--- src/rtl/sprite_pkg.sv ---
// rtl/sprite_pkg.sv - shared direction, scan-state and colour definitions for sprite_motion_datapath
package sprite_pkg;

    typedef enum logic [1:0] {
        DIR_UP    = 2'd0,
        DIR_DOWN  = 2'd1,
        DIR_LEFT  = 2'd2,
        DIR_RIGHT = 2'd3
    } dir_t;

    typedef enum logic [1:0] {
        SCAN_IDLE = 2'd0,
        SCAN_RUN  = 2'd1,
        SCAN_DONE = 2'd2
    } scan_state_t;

    localparam logic [2:0] BG_COLOR = 3'b000;

    // Sprite palette repeats every four sprites: yellow, red, cyan, magenta.
    function automatic logic [2:0] spr_color(input int idx);
        case (idx % 4)
            0:       return 3'b110;
            1:       return 3'b100;
            2:       return 3'b011;
            default: return 3'b101;
        endcase
    endfunction

endpackage

--- src/rtl/sprite_motion_datapath_if.sv ---
// rtl/sprite_motion_datapath_if.sv - draw request and pixel plot bundle between game FSM and datapath
interface sprite_motion_datapath_if #(
    parameter int SEL_W = 1,
    parameter int X_W   = 8,
    parameter int Y_W   = 7
);
    logic             draw_req;
    logic [SEL_W-1:0] draw_sel;
    logic             draw_erase;
    logic             draw_busy;
    logic             draw_done;
    logic             plot_en;
    logic [X_W-1:0]   x_plot;
    logic [Y_W-1:0]   y_plot;
    logic [2:0]       plot_color;

    modport master (
        output draw_req, draw_sel, draw_erase,
        input  draw_busy, draw_done, plot_en, x_plot, y_plot, plot_color
    );

    modport slave (
        input  draw_req, draw_sel, draw_erase,
        output draw_busy, draw_done, plot_en, x_plot, y_plot, plot_color
    );
endinterface

--- src/rtl/tick_timer.sv ---
// rtl/tick_timer.sv - free-running movement tick divider with synchronous clear and enable
module tick_timer #(
    parameter int TICK_CYCLES = 833333
) (
    input  logic clk,
    input  logic resetn,
    input  logic clear,
    input  logic en,
    output logic tick
);
    localparam int               CNT_W = $clog2(TICK_CYCLES);
    localparam logic [CNT_W-1:0] LAST  = CNT_W'(TICK_CYCLES - 1);

    logic [CNT_W-1:0] count;

    assign tick = en && (count == LAST);

    always_ff @(posedge clk or negedge resetn) begin
        if (!resetn) begin
            count <= '0;
        end else if (clear) begin
            count <= '0;
        end else if (en) begin
            count <= tick ? '0 : count + CNT_W'(1);
        end
    end
endmodule

--- src/rtl/sprite_motion_datapath.sv ---
// rtl/sprite_motion_datapath.sv - N-sprite position/direction store, movement and erase/draw scanner; SPRITE_COLLIDE_EN adds sprite-0 collision flag
module sprite_motion_datapath
    import sprite_pkg::*;
#(
    parameter int N_SPRITES   = 2,
    parameter int SEL_W       = (N_SPRITES > 1) ? $clog2(N_SPRITES) : 1,
    parameter int X_W         = 8,
    parameter int Y_W         = 7,
    parameter int X_MAX       = 159,
    parameter int Y_MAX       = 119,
    parameter int SPR_SIZE    = 4,
    parameter int TICK_CYCLES = 833333,
    parameter int START_X     = 8,
    parameter int START_Y     = 60
) (
    input  logic                   clk,
    input  logic                   resetn,
    input  logic                   start_game,
    input  logic                   timer_en,
    input  logic [2*N_SPRITES-1:0] dir_in,
    input  logic [N_SPRITES-1:0]   dir_we,
    output logic                   tick,
    output logic                   collide,
    sprite_motion_datapath_if.slave draw
);
    localparam int             D_W    = (SPR_SIZE > 1) ? $clog2(SPR_SIZE) : 1;
    localparam logic [D_W-1:0] D_LAST = D_W'(SPR_SIZE - 1);
    localparam logic [X_W-1:0] X_LAST = X_W'(X_MAX);
    localparam logic [Y_W-1:0] Y_LAST = Y_W'(Y_MAX);

    logic [X_W-1:0]   pos_x [N_SPRITES];
    logic [Y_W-1:0]   pos_y [N_SPRITES];
    dir_t             dir_q [N_SPRITES];
    logic             move_pending;
    logic             move_now;

    scan_state_t      state, state_nxt;
    logic             accept;
    logic             scan_last;
    logic [SEL_W-1:0] sel_eff, sel_q;
    logic             erase_q;
    logic [X_W-1:0]   snap_x;
    logic [Y_W-1:0]   snap_y;
    logic [D_W-1:0]   dx, dy;
    logic [X_W:0]     x_sum;
    logic [Y_W:0]     y_sum;

    tick_timer #(.TICK_CYCLES(TICK_CYCLES)) u_tick_timer (
        .clk    (clk),
        .resetn (resetn),
        .clear  (start_game),
        .en     (timer_en),
        .tick   (tick)
    );

    // Moves are held off while a scan runs so the snapshot and the sprite never disagree.
    assign move_now  = (tick || move_pending) && (state == SCAN_IDLE);
    assign accept    = draw.draw_req && (state == SCAN_IDLE) && !start_game;
    assign sel_eff   = (32'(draw.draw_sel) < N_SPRITES) ? draw.draw_sel : '0;
    assign scan_last = (dx == D_LAST) && (dy == D_LAST);

    always_ff @(posedge clk or negedge resetn) begin
        if (!resetn) begin
            for (int i = 0; i < N_SPRITES; i++) begin
                pos_x[i] <= '0;
                pos_y[i] <= '0;
                dir_q[i] <= DIR_RIGHT;
            end
            move_pending <= 1'b0;
        end else if (start_game) begin
            for (int i = 0; i < N_SPRITES; i++) begin
                pos_x[i] <= X_W'(START_X + 2 * i * SPR_SIZE);
                pos_y[i] <= Y_W'(START_Y);
                dir_q[i] <= DIR_RIGHT;
            end
            move_pending <= 1'b0;
        end else begin
            if (move_now) begin
                move_pending <= 1'b0;
                for (int i = 0; i < N_SPRITES; i++) begin
                    case (dir_q[i])
                        DIR_UP:    pos_y[i] <= (pos_y[i] == '0)    ? Y_LAST : pos_y[i] - Y_W'(1);
                        DIR_DOWN:  pos_y[i] <= (pos_y[i] == Y_LAST) ? '0     : pos_y[i] + Y_W'(1);
                        DIR_LEFT:  pos_x[i] <= (pos_x[i] == '0)    ? X_LAST : pos_x[i] - X_W'(1);
                        DIR_RIGHT: pos_x[i] <= (pos_x[i] == X_LAST) ? '0     : pos_x[i] + X_W'(1);
                    endcase
                end
            end else if (tick) begin
                move_pending <= 1'b1;
            end
            // Written after the move reads dir_q, so a same-edge write affects the next move only.
            for (int i = 0; i < N_SPRITES; i++) begin
                if (dir_we[i]) begin
                    dir_q[i] <= dir_t'(dir_in[2*i +: 2]);
                end
            end
        end
    end

    always_ff @(posedge clk or negedge resetn) begin
        if (!resetn) begin
            state <= SCAN_IDLE;
        end else begin
            state <= state_nxt;
        end
    end

    always_comb begin
        state_nxt = state;
        if (start_game) begin
            state_nxt = SCAN_IDLE;
        end else begin
            case (state)
                SCAN_IDLE: if (draw.draw_req) state_nxt = SCAN_RUN;
                SCAN_RUN:  if (scan_last) state_nxt = SCAN_DONE;
                SCAN_DONE: state_nxt = SCAN_IDLE;
                default:   state_nxt = SCAN_IDLE;
            endcase
        end
    end

    always_ff @(posedge clk or negedge resetn) begin
        if (!resetn) begin
            sel_q   <= '0;
            erase_q <= 1'b0;
            snap_x  <= '0;
            snap_y  <= '0;
            dx      <= '0;
            dy      <= '0;
        end else if (accept) begin
            sel_q   <= sel_eff;
            erase_q <= draw.draw_erase;
            snap_x  <= pos_x[sel_eff];
            snap_y  <= pos_y[sel_eff];
            dx      <= '0;
            dy      <= '0;
        end else if (state == SCAN_RUN) begin
            if (dx == D_LAST) begin
                dx <= '0;
                dy <= dy + D_W'(1);
            end else begin
                dx <= dx + D_W'(1);
            end
        end
    end

    // Pixel coordinates wrap at the screen edge; outputs are forced to 0 outside SCAN.
    always_comb begin
        x_sum = {1'b0, snap_x} + (X_W+1)'(dx);
        if (x_sum > (X_W+1)'(X_MAX)) begin
            x_sum = x_sum - (X_W+1)'(X_MAX + 1);
        end
        y_sum = {1'b0, snap_y} + (Y_W+1)'(dy);
        if (y_sum > (Y_W+1)'(Y_MAX)) begin
            y_sum = y_sum - (Y_W+1)'(Y_MAX + 1);
        end
        draw.plot_en    = (state == SCAN_RUN);
        draw.draw_busy  = (state == SCAN_RUN);
        draw.draw_done  = (state == SCAN_DONE);
        draw.x_plot     = '0;
        draw.y_plot     = '0;
        draw.plot_color = '0;
        if (state == SCAN_RUN) begin
            draw.x_plot     = x_sum[X_W-1:0];
            draw.y_plot     = y_sum[Y_W-1:0];
            draw.plot_color = erase_q ? BG_COLOR : spr_color(int'(sel_q));
        end
    end

`ifdef SPRITE_COLLIDE_EN
    logic           overlap;
    logic [X_W-1:0] adx;
    logic [Y_W-1:0] ady;

    always_comb begin
        overlap = 1'b0;
        adx     = '0;
        ady     = '0;
        for (int i = 1; i < N_SPRITES; i++) begin
            adx = (pos_x[0] > pos_x[i]) ? pos_x[0] - pos_x[i] : pos_x[i] - pos_x[0];
            ady = (pos_y[0] > pos_y[i]) ? pos_y[0] - pos_y[i] : pos_y[i] - pos_y[0];
            if ((adx < X_W'(SPR_SIZE)) && (ady < Y_W'(SPR_SIZE))) begin
                overlap = 1'b1;
            end
        end
    end

    always_ff @(posedge clk or negedge resetn) begin
        if (!resetn) begin
            collide <= 1'b0;
        end else begin
            collide <= overlap;
        end
    end
`else
    assign collide = 1'b0;
`endif

endmodule

--- src/flat_wrapper.sv ---
// flat-port wrapper written by rule: the top's interface ports become plain ports
module sprite_motion_datapath_flat import sprite_pkg::*;
#(
    parameter int N_SPRITES   = 2,
    parameter int SEL_W       = (N_SPRITES > 1) ? $clog2(N_SPRITES) : 1,
    parameter int X_W         = 8,
    parameter int Y_W         = 7,
    parameter int X_MAX       = 159,
    parameter int Y_MAX       = 119,
    parameter int SPR_SIZE    = 4,
    parameter int TICK_CYCLES = 833333,
    parameter int START_X     = 8,
    parameter int START_Y     = 60
)
  (clk, resetn, start_game, timer_en, dir_in, dir_we, tick, collide, draw_draw_req, draw_draw_sel, draw_draw_erase, draw_draw_busy, draw_draw_done, draw_plot_en, draw_x_plot, draw_y_plot, draw_plot_color);
  sprite_motion_datapath_if #(.SEL_W(SEL_W), .X_W(X_W), .Y_W(Y_W)) draw_i ();
  input  logic clk;
  input  logic resetn;
  input  logic start_game;
  input  logic timer_en;
  input  logic [2*N_SPRITES-1:0] dir_in;
  input  logic [N_SPRITES-1:0] dir_we;
  output logic tick;
  output logic collide;
  input wire logic [$bits(draw_i.draw_req)-1:0] draw_draw_req;
  input wire logic [$bits(draw_i.draw_sel)-1:0] draw_draw_sel;
  input wire logic [$bits(draw_i.draw_erase)-1:0] draw_draw_erase;
  output wire logic [$bits(draw_i.draw_busy)-1:0] draw_draw_busy;
  output wire logic [$bits(draw_i.draw_done)-1:0] draw_draw_done;
  output wire logic [$bits(draw_i.plot_en)-1:0] draw_plot_en;
  output wire logic [$bits(draw_i.x_plot)-1:0] draw_x_plot;
  output wire logic [$bits(draw_i.y_plot)-1:0] draw_y_plot;
  output wire logic [$bits(draw_i.plot_color)-1:0] draw_plot_color;
  assign draw_i.draw_req = draw_draw_req;
  assign draw_i.draw_sel = draw_draw_sel;
  assign draw_i.draw_erase = draw_draw_erase;
  assign draw_draw_busy = draw_i.draw_busy;
  assign draw_draw_done = draw_i.draw_done;
  assign draw_plot_en = draw_i.plot_en;
  assign draw_x_plot = draw_i.x_plot;
  assign draw_y_plot = draw_i.y_plot;
  assign draw_plot_color = draw_i.plot_color;
  sprite_motion_datapath #(.N_SPRITES(N_SPRITES), .SEL_W(SEL_W), .X_W(X_W), .Y_W(Y_W), .X_MAX(X_MAX), .Y_MAX(Y_MAX), .SPR_SIZE(SPR_SIZE), .TICK_CYCLES(TICK_CYCLES), .START_X(START_X), .START_Y(START_Y)) u_core (.clk(clk), .resetn(resetn), .start_game(start_game), .timer_en(timer_en), .dir_in(dir_in), .dir_we(dir_we), .tick(tick), .collide(collide), .draw(draw_i));
endmodule
--- config.mk ---
export PLATFORM = sky130hd
export DESIGN_NAME = sprite_motion_datapath_flat
export DESIGN_NICKNAME = d
export VERILOG_FILES = /design/src/rtl/sprite_pkg.sv /design/src/rtl/sprite_motion_datapath_if.sv /design/src/rtl/tick_timer.sv /design/src/rtl/sprite_motion_datapath.sv /design/src/flat_wrapper.sv
export SDC_FILE = /design/constraint.sdc
export NUM_CORES = 1
export LEC_CHECK = 0
export BUFFER_PORTS_ARGS = -buffer_cell sky130_fd_sc_hd__buf_2
export CAP_MARGIN = 20
export CORE_MARGIN = 2
export CORE_UTILIZATION = 40
export DETAILED_ROUTE_END_ITERATION = 8
export PLACE_DENSITY = 0.58
export SLEW_MARGIN = 20
export SYNTH_ARGS = -nofsm -noshare
export SYNTH_HDL_FRONTEND = slang
export SYNTH_SLANG_ARGS = --single-unit
--- constraint.sdc ---
create_clock -name clk -period 6.31 [get_ports clk]
set_clock_uncertainty 0.15 [all_clocks]
set_input_delay 1.262 -clock clk [delete_from_list [all_inputs] [get_ports clk]]
set_output_delay 1.262 -clock clk [all_outputs]
set_load 0.03 [all_outputs]
==> results of run 1 <==
==> area by class of cell <==
| type | instances | area share |
|---|---|---|
| clock buffers | 9 | 0.0376 |
| clock inverters | 7 | 0.0205 |
| inverters | 19 | 0.0119 |
| multi-input cells | 500 | 0.537 |
| flip-flops and latches | 78 | 0.327 |
| well taps | 176 | 0.0368 |
| repair buffers | 34 | 0.0299 |
==> through the flow <==
step                      cell area [sq um]  utilization  worst slack, ns  power (mW)  instances
final                                  5990        0.452             1.83        1.50        823
after CTS                              5990        0.452             1.81        1.51        823
after detailed placement               5640        0.426             2.20       0.904        807
after floorplan                        5430            -             2.04       0.819        639
after global placement                 5640        0.426             2.28       0.890        807
after global routing                   5990        0.452             1.57        1.57        823
==> registers in the layout (all words and copies together) (netlist names) <==
name,count
u_core.sel_q,1
u_core.move_pending,1
u_core.erase_q,1
u_core.dy,2
u_core.pos_y,14
u_core.state,2
u_core.u_tick_timer.count,20
u_core.snap_x,8
u_core.pos_x,16
u_core.dx,2
u_core.snap_y,7
u_core.dir_q,4
==> power breakdown <==
part	total [mW]	internal [mW]	switching (mW)
logic	0.323	0.117	0.205
clock network	0.603	0.388	0.215
registers	0.572	0.530	0.0419
==> placed cells by master, fill, tap and decap left out, types with 17 or more instances in the layout <==
cell type	synthesis	layout
dfrtp_1	74	74
mux2i_1	24	24
a21oi_1	53	53
nand2_1	55	55
ha_1	20	20
nand4_1	17	17
nor2_1	68	68
nor3_1	23	23
nand3_1	29	29
inv_1	19	19
o21ai_0	20	20
xor2_1	22	22
buf_2	2	32
==> layer usage <==
metal,wire length [um],GRT usage
met3,573,0.0278
met5,0,0
met2,5870,0.282
met1,6440,0.266
met4,257,0.0712
==> synthesized netlist by cell type (all sizes together) (17+ instances only) <==
| cell | instances |
|---|---|
| nor2 | 69 |
| nand3 | 30 |
| inv | 19 |
| a21oi | 53 |
| nor3 | 24 |
| dfrtp | 74 |
| ha | 20 |
| nand2 | 55 |
| nand4 | 17 |
| o21ai | 20 |
| mux2i | 24 |
| xor2 | 22 |
| clkbuf | 32 |
==> worst max-delay path, stage by stage, from the launching register on <==
cell,delay [ns]
dfrtp_1,0.41
ha_1,0.27
fa_1,0.50
and2_1,0.22
xnor2_1,0.14
ha_1,0.33
o211ai_1,0.17
o21ai_0,0.11
a31o_2,0.23
a21oi_1,0.13
buf_2,0.21
==> worst min-delay path by stage <==
stage                            startpoint                           end  slack (ns)  depth (start not counted)
2_1_floorplan      u_core.sel_q$_DFFE_PN0P_      u_core.sel_q$_DFFE_PN0P_        0.33                          1
3_3_place_gp   u_core.snap_y[0]$_DFFE_PN0P_  u_core.snap_y[0]$_DFFE_PN0P_        0.37                          2
3_5_place_dp   u_core.snap_y[0]$_DFFE_PN0P_  u_core.snap_y[0]$_DFFE_PN0P_        0.38                          2
4_1_cts            u_core.sel_q$_DFFE_PN0P_      u_core.sel_q$_DFFE_PN0P_        0.40                          1
5_1_grt          u_core.erase_q$_DFFE_PN0P_    u_core.erase_q$_DFFE_PN0P_        0.40                          1
6_report         u_core.erase_q$_DFFE_PN0P_    u_core.erase_q$_DFFE_PN0P_        0.39                          1
==> kinds of logic (layout without fill, tap and decap cells) <==
| kind of cell | count (synthesis) | in the layout | share of synthesized area |
|---|---|---|---|
| other | 1 | 2 | 0.000691 |
| AOI/OAI and AO/OA | 139 | 139 | 0.168 |
| adders and majority gates | 22 | 22 | 0.0535 |
| muxes | 27 | 27 | 0.0505 |
| DFF | 78 | 78 | 0.361 |
| buffers and inverters | 61 | 69 | 0.0468 |
| and+or+nand+nor | 275 | 275 | 0.263 |
| xor gates and xnor gates | 35 | 35 | 0.0565 |
==> flow_metrics.env, run 1 <==
export IMPL_outcome="complete, no violations"
export IMPL_dpl_hpwl_mm=9.11
export IMPL_dieArea_sq_um=14500
export IMPL_fp_row_count=42
export IMPL_path_class="flop to output port"
export IMPL_ys_ff_latch=78
export IMPL_rsz0062_at_grt="false"
export IMPL_grt_total_usage=0.186
export IMPL_cp_required_ns=4.90
export IMPL_cts_hold_buf=0
export IMPL_arrival_ns=3.07
export IMPL_postCtsSetupBuffers=0
export IMPL_ys_types=67
export IMPL_hold_viol_final=0
export IMPL_wirelength_mm=13.1
export IMPL_cts_resized=0
export IMPL_endpoint="draw_x_plot[6]"
export IMPL_path_max_fanout=4
export IMPL_fin_nets=677
export IMPL_reg2reg_depth=6
export IMPL_timing_final_crit_share=0.710
export IMPL_netlist_instances=638
export IMPL_finalCriticalPeriod_ns=4.48
export IMPL_fmax_mhz=223
export IMPL_dr_pass1_iters=7
export IMPL_final_antenna_net_count=0
export IMPL_hold_path_class="flop to flop"
export IMPL_fillers=1318
export IMPL_clkLatencyLatePin_ns=0.34
export IMPL_tightest_slew_ns=0.846
export IMPL_htree_levels=3
export IMPL_r2r_end="u_core.pos_y[9]$_DFFE_PN0P_"
export IMPL_cts_max_path_buffers=2
export IMPL_vias=4723
export IMPL_place_gp_congestion=0.975
export IMPL_async_reset_ff_frac=1.00
export IMPL_vdd_ir_drop_worst_mv=0.116
export IMPL_synth_area_leaders="dfrtp_1 (34%), a21oi_1 (4.9%), nor2_1 (4.7%)"
export IMPL_finalMaxSlewViolations=0
export IMPL_cts_root_buf="clkbuf_16"
export IMPL_ys_warn_count=0
export IMPL_cts_tree="built"
export IMPL_initial_core_util=0.410
export IMPL_overflow=0
export IMPL_clk_pin_slew_ns=0.06
export IMPL_drc=0
export IMPL_diodes=0
export IMPL_rrSetupSlack_ns=3.44
export IMPL_synth_top_area_cell="dfrtp_1"
export IMPL_synth_edf_count=0
export IMPL_grt_antenna_before_repair=0
export IMPL_grt_max_degree=79
export IMPL_io_buffers=33
export IMPL_max_slew_margin=0.431
export IMPL_via_per_inst=5.74
export IMPL_core_area_sq_um=13200
export IMPL_numCtsBuffers=9
export IMPL_grt_pass1_vias=4402
export IMPL_power_density_nw_per_um2=250
export IMPL_synth_main_ff_cell="dfrtp_1"
export IMPL_fp_dieW_um=120
export IMPL_drive_gt1_frac=0.107
export IMPL_multi_input_area_sq_um=3220
export IMPL_syn2layout_area_growth_pct=10.5
export IMPL_io_pins=36
export IMPL_r2r_start="u_core.u_tick_timer.count[6]$_DFFE_PN0P_"
export IMPL_yosysSeqAreaShare=0.361
export IMPL_start_kind="flop"
export IMPL_drtIter0Drc=408
export IMPL_grt_pass1_wl_mm=21.8
export IMPL_finalSetupViolations=0
export IMPL_avgRoutedWirePerCell_um=16.0
export IMPL_syn_area_sq_um=5420
export IMPL_finalSetupTns_ns=0
export IMPL_ff_latch_area_sq_um=1960
export IMPL_synth_top_cell_area_share=0.341
export IMPL_syn_mean_instance_area_sq_um=8.50
export IMPL_endpoint_kind="output port"
export IMPL_cts_sinks=78
export IMPL_leakagePower_nw=2.49
export IMPL_drv_cap=0
export IMPL_cp_startpoint="u_core.dx[0]$_DFFE_PN0P_"
export IMPL_die_y_um=120
export IMPL_holdWs_ns=0.394
(Power assumes the default switching activity.)
==> run 2: changes to the inputs <==
--- a/config.mk
+++ b/config.mk
@@ -5,6 +5,7 @@
 export SDC_FILE = /design/constraint.sdc
 export NUM_CORES = 1
 export LEC_CHECK = 0
+export ABC_AREA = 1
 export BUFFER_PORTS_ARGS = -buffer_cell sky130_fd_sc_hd__buf_2
 export CAP_MARGIN = 20
 export CORE_MARGIN = 2
==> constraint.sdc (replaced) <==
create_clock -name clk -period 4.2 [get_ports clk]
set_clock_uncertainty 0.15 [all_clocks]
set_input_delay 0.84 -clock clk [delete_from_list [all_inputs] [get_ports clk]]
set_output_delay 0.84 -clock clk [all_outputs]
set_load 0.03 [all_outputs]
==> run 2 against run 1 <==
Register-to-register slack worse by 1.4 ns. Die area up 3.1%. Synthesized area up 3.3%. Synthesized cell count up 25%. Critical path depth up 5. Sequential power up 68%. Critical path type unchanged.
==> flow_metrics.env, run 2 <==
export IMPL_holdWs_ns=0.335
export IMPL_via_per_inst=5.23
export IMPL_dpl_hpwl_mm=10.0
export IMPL_ys_warn_count=0
export IMPL_overflow=0
export IMPL_yosysSeqAreaShare=0.349
export IMPL_htree_levels=3
export IMPL_start_kind="flop"
export IMPL_io_pins=36
export IMPL_netlist_instances=796
export IMPL_syn2layout_area_growth_pct=12.0
export IMPL_cts_max_path_buffers=2
export IMPL_finalSetupViolations=0
export IMPL_drtIter0Drc=394
export IMPL_max_slew_margin=0.430
export IMPL_ys_types=45
export IMPL_critical_path_most_common_cell="nand2_1"
export IMPL_fmax_mhz=264
export IMPL_synth_main_ff_cell="dfrtp_1"
export IMPL_reg2reg_depth=9
export IMPL_grt_max_degree=67
export IMPL_synth_common_cells="nand2_1 (184), inv_1 (103), nor2_1 (81)"
export IMPL_place_gp_congestion=0.892
export IMPL_initial_core_util=0.407
export IMPL_r2r_end="u_core.u_tick_timer.count[18]$_DFFE_PN0P_"
export IMPL_synth_area_leaders="dfrtp_1 (33%), nand2_1 (12%), inv_1 (6.9%)"
export IMPL_cts_hold_buf=0
export IMPL_hold_path_class="flop to flop"
export IMPL_postCtsSetupBuffers=0
export IMPL_grt_pass1_wl_mm=22.6
export IMPL_dieArea_sq_um=15000
export IMPL_endpoint_kind="output port"
export IMPL_fp_row_count=43
export IMPL_drc=0
export IMPL_top_register="u_core.u_tick_timer.count"
export IMPL_outcome="complete, no violations"
export IMPL_final_util=0.455
export IMPL_largest_reg_flops=20
export IMPL_clkLatencyLatePin_ns=0.34
export IMPL_crit_slowest_cell="fa_1"
export IMPL_leakagePower_nw=3.08
export IMPL_vias=5267
export IMPL_vdd_ir_drop_worst_mv=0.200
export IMPL_cp_depth=15
export IMPL_grt_use_met2=0.284
export IMPL_core_area_sq_um=13800
export IMPL_met1_usage=0.272
export IMPL_drive_gt1_frac=0.0992
export IMPL_rrSetupSlack_ns=2.08
export IMPL_final_cell_mix="nand2_1 (184), inv_1 (103), nor2_1 (81), dfrtp_1 (74)"
export IMPL_placed_cell_area_sq_um=5920
export IMPL_async_reset_ff_frac=1.00
export IMPL_finalSetupTns_ns=0
export IMPL_cts_sinks=78
export IMPL_cts_root_buf="clkbuf_16"
export IMPL_grt_busiest_layer="met2"
export IMPL_final_antenna_net_count=0
export IMPL_path_class="flop to output port"
export IMPL_yosysMostFrequentCell="nand2_1"
export IMPL_cp_startpoint="u_core.dx[0]$_DFFE_PN0P_"
export IMPL_fin_nets=858
export IMPL_io_buffers=33
export IMPL_synth_top_cell_area_share=0.331
export IMPL_cts_tree="built"
export IMPL_grt_pass1_vias=4815
export IMPL_hold_viol_final=0
export IMPL_wirelength_mm=13.5
export IMPL_clk_pin_slew_ns=0.06
export IMPL_r2r_start="u_core.u_tick_timer.count[0]$_DFFE_PN0P_"
export IMPL_dr_pass1_iters=5
export IMPL_fin_total_pwr_mw=2.61
export IMPL_power_density_nw_per_um2=417
export IMPL_finalNonFillerCells=1007
export IMPL_cp_required_ns=3.21
export IMPL_avgRoutedWirePerCell_um=13.4
export IMPL_numCtsBuffers=9
export IMPL_met3_usage=0.0297
export IMPL_cts_resized=0
export IMPL_final_cell_area_sq_um=6270
export IMPL_crit_buf_inv=2
export IMPL_path_cells="ha_1, fa_1, nand2_1, inv_1, nand2_1, o21ai_0, o21ai_0, ha_1, nand2_1, nand3_1, nand2_1, nand2_1, nand2_1, nor2_1, buf_2"
export IMPL_timing_final_crit_share=0.902
export IMPL_ys_ff_latch=78
export IMPL_diodes=0
export IMPL_top_regs="u_core.u_tick_timer.count x20, u_core.pos_x x16, u_core.pos_y x14"
export IMPL_dp_cells=992
export IMPL_grt_total_usage=0.188
export IMPL_endpoint="draw_x_plot[5]"
export IMPL_die_y_um=122
export IMPL_finalMaxSlewViolations=0
export IMPL_grt_antenna_before_repair=0
export IMPL_synth_top_area_cell="dfrtp_1"
export IMPL_synth_edf_count=0
export IMPL_path_max_fanout=4
export IMPL_syn_area_sq_um=5600
export IMPL_tightest_slew_ns=0.855
export IMPL_fp_dieW_um=122
export IMPL_max_stage_delay_ns=0.47
export IMPL_drv_cap=0
export IMPL_dp_slack_ns=0.785
export IMPL_finalCriticalPeriod_ns=3.79
export IMPL_arrival_ns=2.80
export IMPL_rsz0062_at_grt="false"
export IMPL_critPathTopFamily="adder cells"
export IMPL_syn_mean_instance_area_sq_um=7.04
export IMPL_setup_ws_ns=0.410
export IMPL_layout_commonest_cell="nand2_1"
[run 2: changes by cell type after synthesis, moves of 9 or more]
cell / delta
nand2_1: +129
o21ai_0: +49
or3_1: -11
nand2b_1: -9
clkbuf_1: -19
nand3_1: +40
and3_1: -13
nor2_1: +13
and2_1: -10
a21oi_1: -23
mux2i_1: -23
inv_1: +84
[run 2: area by class of cell]
cell class	instances	area, sq um
Multi-Input combinational cell	587	3120
Fill cell	1438	7500
Clock buffer	12	267
Clock inverter	3	90.1
Tap cell	180	225
Timing Repair Buffer	37	198
Sequential cell	78	1960
Inverter	110	413
[run 2: cell families after synthesis]
family	share of synthesized area
AO/OA/AOI/OAI	0.142
XOR/XNOR	0.0516
adder cells (fa/ha/maj)	0.0518
buffers and inverters	0.0934
flip-flops	0.349
multiplexers	0.00179
other	0.000670
AND/OR/NAND/NOR	0.309
[run 2: report_power, final]
group | internal [mW] | switching [mW] | leakage [nW]
logic | 0.248 | 0.480 | 1.89
clock network | 0.626 | 0.302 | 0.175
registers | 0.849 | 0.110 | 1.02
total | 1.72 | 0.892 | 3.08
[run 2: worst min-delay path by stage]
stage	startpoint	cells past startpoint	slack, ns	end
detailed placement	u_core.sel_q$_DFFE_PN0P_	2	0.32	u_core.sel_q$_DFFE_PN0P_
global placement	u_core.sel_q$_DFFE_PN0P_	2	0.32	u_core.sel_q$_DFFE_PN0P_
finish	u_core.sel_q$_DFFE_PN0P_	2	0.34	u_core.sel_q$_DFFE_PN0P_
CTS	u_core.sel_q$_DFFE_PN0P_	2	0.34	u_core.sel_q$_DFFE_PN0P_
global route	u_core.snap_x[0]$_DFFE_PN0P_	2	0.37	u_core.snap_x[0]$_DFFE_PN0P_
floorplan	u_core.sel_q$_DFFE_PN0P_	2	0.30	u_core.sel_q$_DFFE_PN0P_
[run 2: worst reg2reg max path: cells and delay by family (launching register included)]
kind	cells	cell delay, ns
compound gates	1	0.08
fa+ha+maj	1	0.15
buf+inv	2	0.19
flops	1	0.40
simple gates	5	1.02
[run 2: routing by layer]
| layer | vias to the layer above | routed length, um |
|---|---|---|
| met4 | 0 | 176 |
| met5 | - | 0 |
| met2 | 140 | 5960 |
| met3 | 15 | 609 |
| met1 | 2460 | 6740 |
| li1 | 2652 | - |
==> run 3: changes to the inputs <==
--- a/config.mk
+++ b/config.mk
@@ -12,6 +12,7 @@
 export CORE_UTILIZATION = 40
 export DETAILED_ROUTE_END_ITERATION = 8
 export PLACE_DENSITY = 0.58
+export RECOVER_POWER = 100
 export SLEW_MARGIN = 20
 export SYNTH_ARGS = -nofsm -noshare
 export SYNTH_HDL_FRONTEND = slang
==> constraint.sdc (replaced) <==
create_clock -name clk -period 4 [get_ports clk]
set_clock_uncertainty 0.15 [all_clocks]
set_input_delay 0.8 -clock clk [delete_from_list [all_inputs] [get_ports clk]]
set_output_delay 0.8 -clock clk [all_outputs]
set_load 0.03 [all_outputs]
==> run 3 against run 2 <==
The run now ends with capacitance limit, slew limit left. Worst hold slack gained 0.0020 ns. Register-to-register slack lost 0.91 ns. Via count shrank 1.4%. Non-clock buffer count grew 1. Critical endpoint unchanged. Largest power group unchanged.
==> flow_metrics.env, run 3 (synthesized netlist as in run 2, its figures left out) <==
export IMPL_outcome="finished with violations"
export IMPL_violations="capacitance limit, slew limit"
export IMPL_initial_core_util=0.407
export IMPL_finalCriticalPeriod_ns=3.72
export IMPL_switching_power_mw=0.970
export IMPL_endpoint_kind="output port"
export IMPL_dr_wl_met3_um=557
export IMPL_drv_cap=1
export IMPL_grt_pass1_vias=4832
export IMPL_avgRoutedWirePerCell_um=13.4
export IMPL_hold_viol_final=0
export IMPL_final_util=0.443
export IMPL_leakagePower_nw=2.94
export IMPL_io_pins=36
export IMPL_cts_sinks=78
export IMPL_timing_final_crit_share=0.931
export IMPL_vdd_ir_drop_worst_mv=0.217
export IMPL_die_y_um=122
export IMPL_htree_levels=3
export IMPL_grt_total_usage=0.189
export IMPL_clk_pin_slew_ns=0.06
export IMPL_cp_startpoint="u_core.dx[0]$_DFFE_PN0P_"
export IMPL_max_slew_margin=-0.510
export IMPL_path_cells="ha_1, fa_1, nand2_1, inv_1, nand2_1, o21ai_0, o21ai_0, ha_1, nand2_1, nand3_1, nand2_1, nand2_1, nand2_1, nor2_1, buf_2"
export IMPL_swShare=0.383
export IMPL_core_area_sq_um=13800
export IMPL_highest_layer="met4"
export IMPL_comb_power_share=0.295
export IMPL_grt_max_degree=41
export IMPL_via_per_inst=5.15
export IMPL_finalNonFillerCells=1009
export IMPL_tightest_slew_ns=2.27
export IMPL_drc=0
export IMPL_dr_wl_met2_mm=5.80
export IMPL_seq_power_share=0.397
export IMPL_place_gp_congestion=0.896
export IMPL_fmax_mhz=268
export IMPL_cts_max_path_buffers=2
export IMPL_grt_antenna_before_repair=0
export IMPL_critical_path_most_common_cell="nand2_1"
export IMPL_cts_resized=0
export IMPL_fp_row_count=43
export IMPL_fin_total_pwr_mw=2.53
export IMPL_diodes=0
export IMPL_cts_tree="built"
export IMPL_arrival_ns=2.77
export IMPL_start_kind="flop"
export IMPL_rsz0062_at_grt="false"
export IMPL_hold_depth=2
export IMPL_finalSetupTns_ns=0
export IMPL_dp_cells=993
export IMPL_dr_pass1_iters=6
export IMPL_path_max_fanout=4
export IMPL_top_register="u_core.u_tick_timer.count"
export IMPL_power_density_nw_per_um2=415
export IMPL_drive_gt1_frac=0.0567
export IMPL_clkLatencyLatePin_ns=0.34
export IMPL_numCtsBuffers=9
export IMPL_cts_hold_buf=0
export IMPL_wl_met1_mm=7.05
export IMPL_reg2reg_depth=11
export IMPL_syn2layout_area_growth_pct=9.00
export IMPL_finalMaxSlewViolations=41
export IMPL_dpl_hpwl_mm=10.2
export IMPL_grt_pass1_wl_mm=22.9
export IMPL_wirelength_mm=13.5
export IMPL_postCtsSetupBuffers=0
export IMPL_dieArea_sq_um=15000
export IMPL_r2r_start="u_core.u_tick_timer.count[0]$_DFFE_PN0P_"
export IMPL_path_class="flop to output port"
export IMPL_crit_slowest_cell="fa_1"
export IMPL_cp_required_ns=3.05
export IMPL_cts_root_buf="clkbuf_16"
export IMPL_vias=5195
export IMPL_fp_dieW_um=122
export IMPL_final_cell_mix="nand2_1 (186), inv_1 (103), nor2_1 (85), o21ai_0 (79), dfrtp_1 (74)"
export IMPL_final_antenna_net_count=0
export IMPL_endpoint="draw_x_plot[5]"
export IMPL_largest_reg_flops=20
export IMPL_fin_nets=859
export IMPL_r2r_end="u_core.pos_y[7]$_DFFE_PN0P_"
export IMPL_hold_path_class="flop to flop"
export IMPL_overflow=0
export IMPL_rrSetupSlack_ns=1.17
export IMPL_finalSetupViolations=0
export IMPL_power_frac_clock=0.308
export IMPL_drtIter0Drc=436
export IMPL_max_stage_delay_ns=0.46
export IMPL_top_regs="u_core.u_tick_timer.count x20, u_core.pos_x x16, u_core.pos_y x14"
export IMPL_internal_power_mw=1.56
export IMPL_layout_commonest_cell="nand2_1"
export IMPL_io_buffers=33
==> run 3: cell types whose count changed in the layout (fill, tap and decap cells not counted), moves of 4 or more <==
cell      change
buf_2        -19
buf_4         -4
clkbuf_1     +23
nor2_1        +4
o21ai_0      +10
o21ai_2       -5
==> run 3: worst min path at each step <==
stage                                 startpoint  slack [ns]                                        end
CTS                                       resetn        0.29  u_core.u_tick_timer.count[15]$_DFFE_PN0P_
detailed placement      u_core.sel_q$_DFFE_PN0P_        0.32                   u_core.sel_q$_DFFE_PN0P_
global route        u_core.snap_x[0]$_DFFE_PN0P_        0.37               u_core.snap_x[0]$_DFFE_PN0P_
finish                  u_core.sel_q$_DFFE_PN0P_        0.34                   u_core.sel_q$_DFFE_PN0P_
floorplan               u_core.sel_q$_DFFE_PN0P_        0.30                   u_core.sel_q$_DFFE_PN0P_
global placement        u_core.sel_q$_DFFE_PN0P_        0.31                   u_core.sel_q$_DFFE_PN0P_
==> run 3: final cells by class <==
type / count / area, sq um
Timing Repair Buffer: 38 / 164
Inverter: 110 / 413
Clock inverter: 7 / 57.6
Tap cell: 180 / 225
Clock buffer: 9 / 225
Multi-Input combinational cell: 587 / 3060
Fill cell: 1452 / 7670
Sequential cell: 78 / 1960
==> run 3: power groups by stage <==
stage               sequential [mW]  combinational, mW  clock (mW)
floorplan                     0.983              0.597           0
global placement               1.02              0.752           0
detailed placement             1.02              0.762           0
CTS                            1.00              0.770       0.809
global route                   1.02              0.867       0.843
finish                         1.01              0.749       0.780
==> run 3: stage by stage <==
step,cell area (sq um),hold slack [ns],worst slack [ns]
6_report,6100,0.337,0.275
5_1_grt,6100,0.373,0.00555
4_1_cts,6210,0.295,0.259
3_5_place_dp,5920,0.324,0.642
3_3_place_gp,5920,0.314,0.709
2_1_floorplan,5600,0.301,0.655
==> run 3: per-layer routing <==
layer / vias to the layer above / track usage
li1: 2660 / -
met1: 2411 / 0.276
met2: 114 / 0.290
met3: 10 / 0.0353
met4: 0 / 0.0445
met5: - / 0
==> run 3: critical path, delay by kind of cell, from the launching register on <==
kind	cells	cell delay (ns)
adders and majority gates	3	0.95
AOI/OAI and AO/OA	2	0.20
and+or+nand+nor	8	0.62
buffers and inverters	2	0.24
DFF	1	0.41
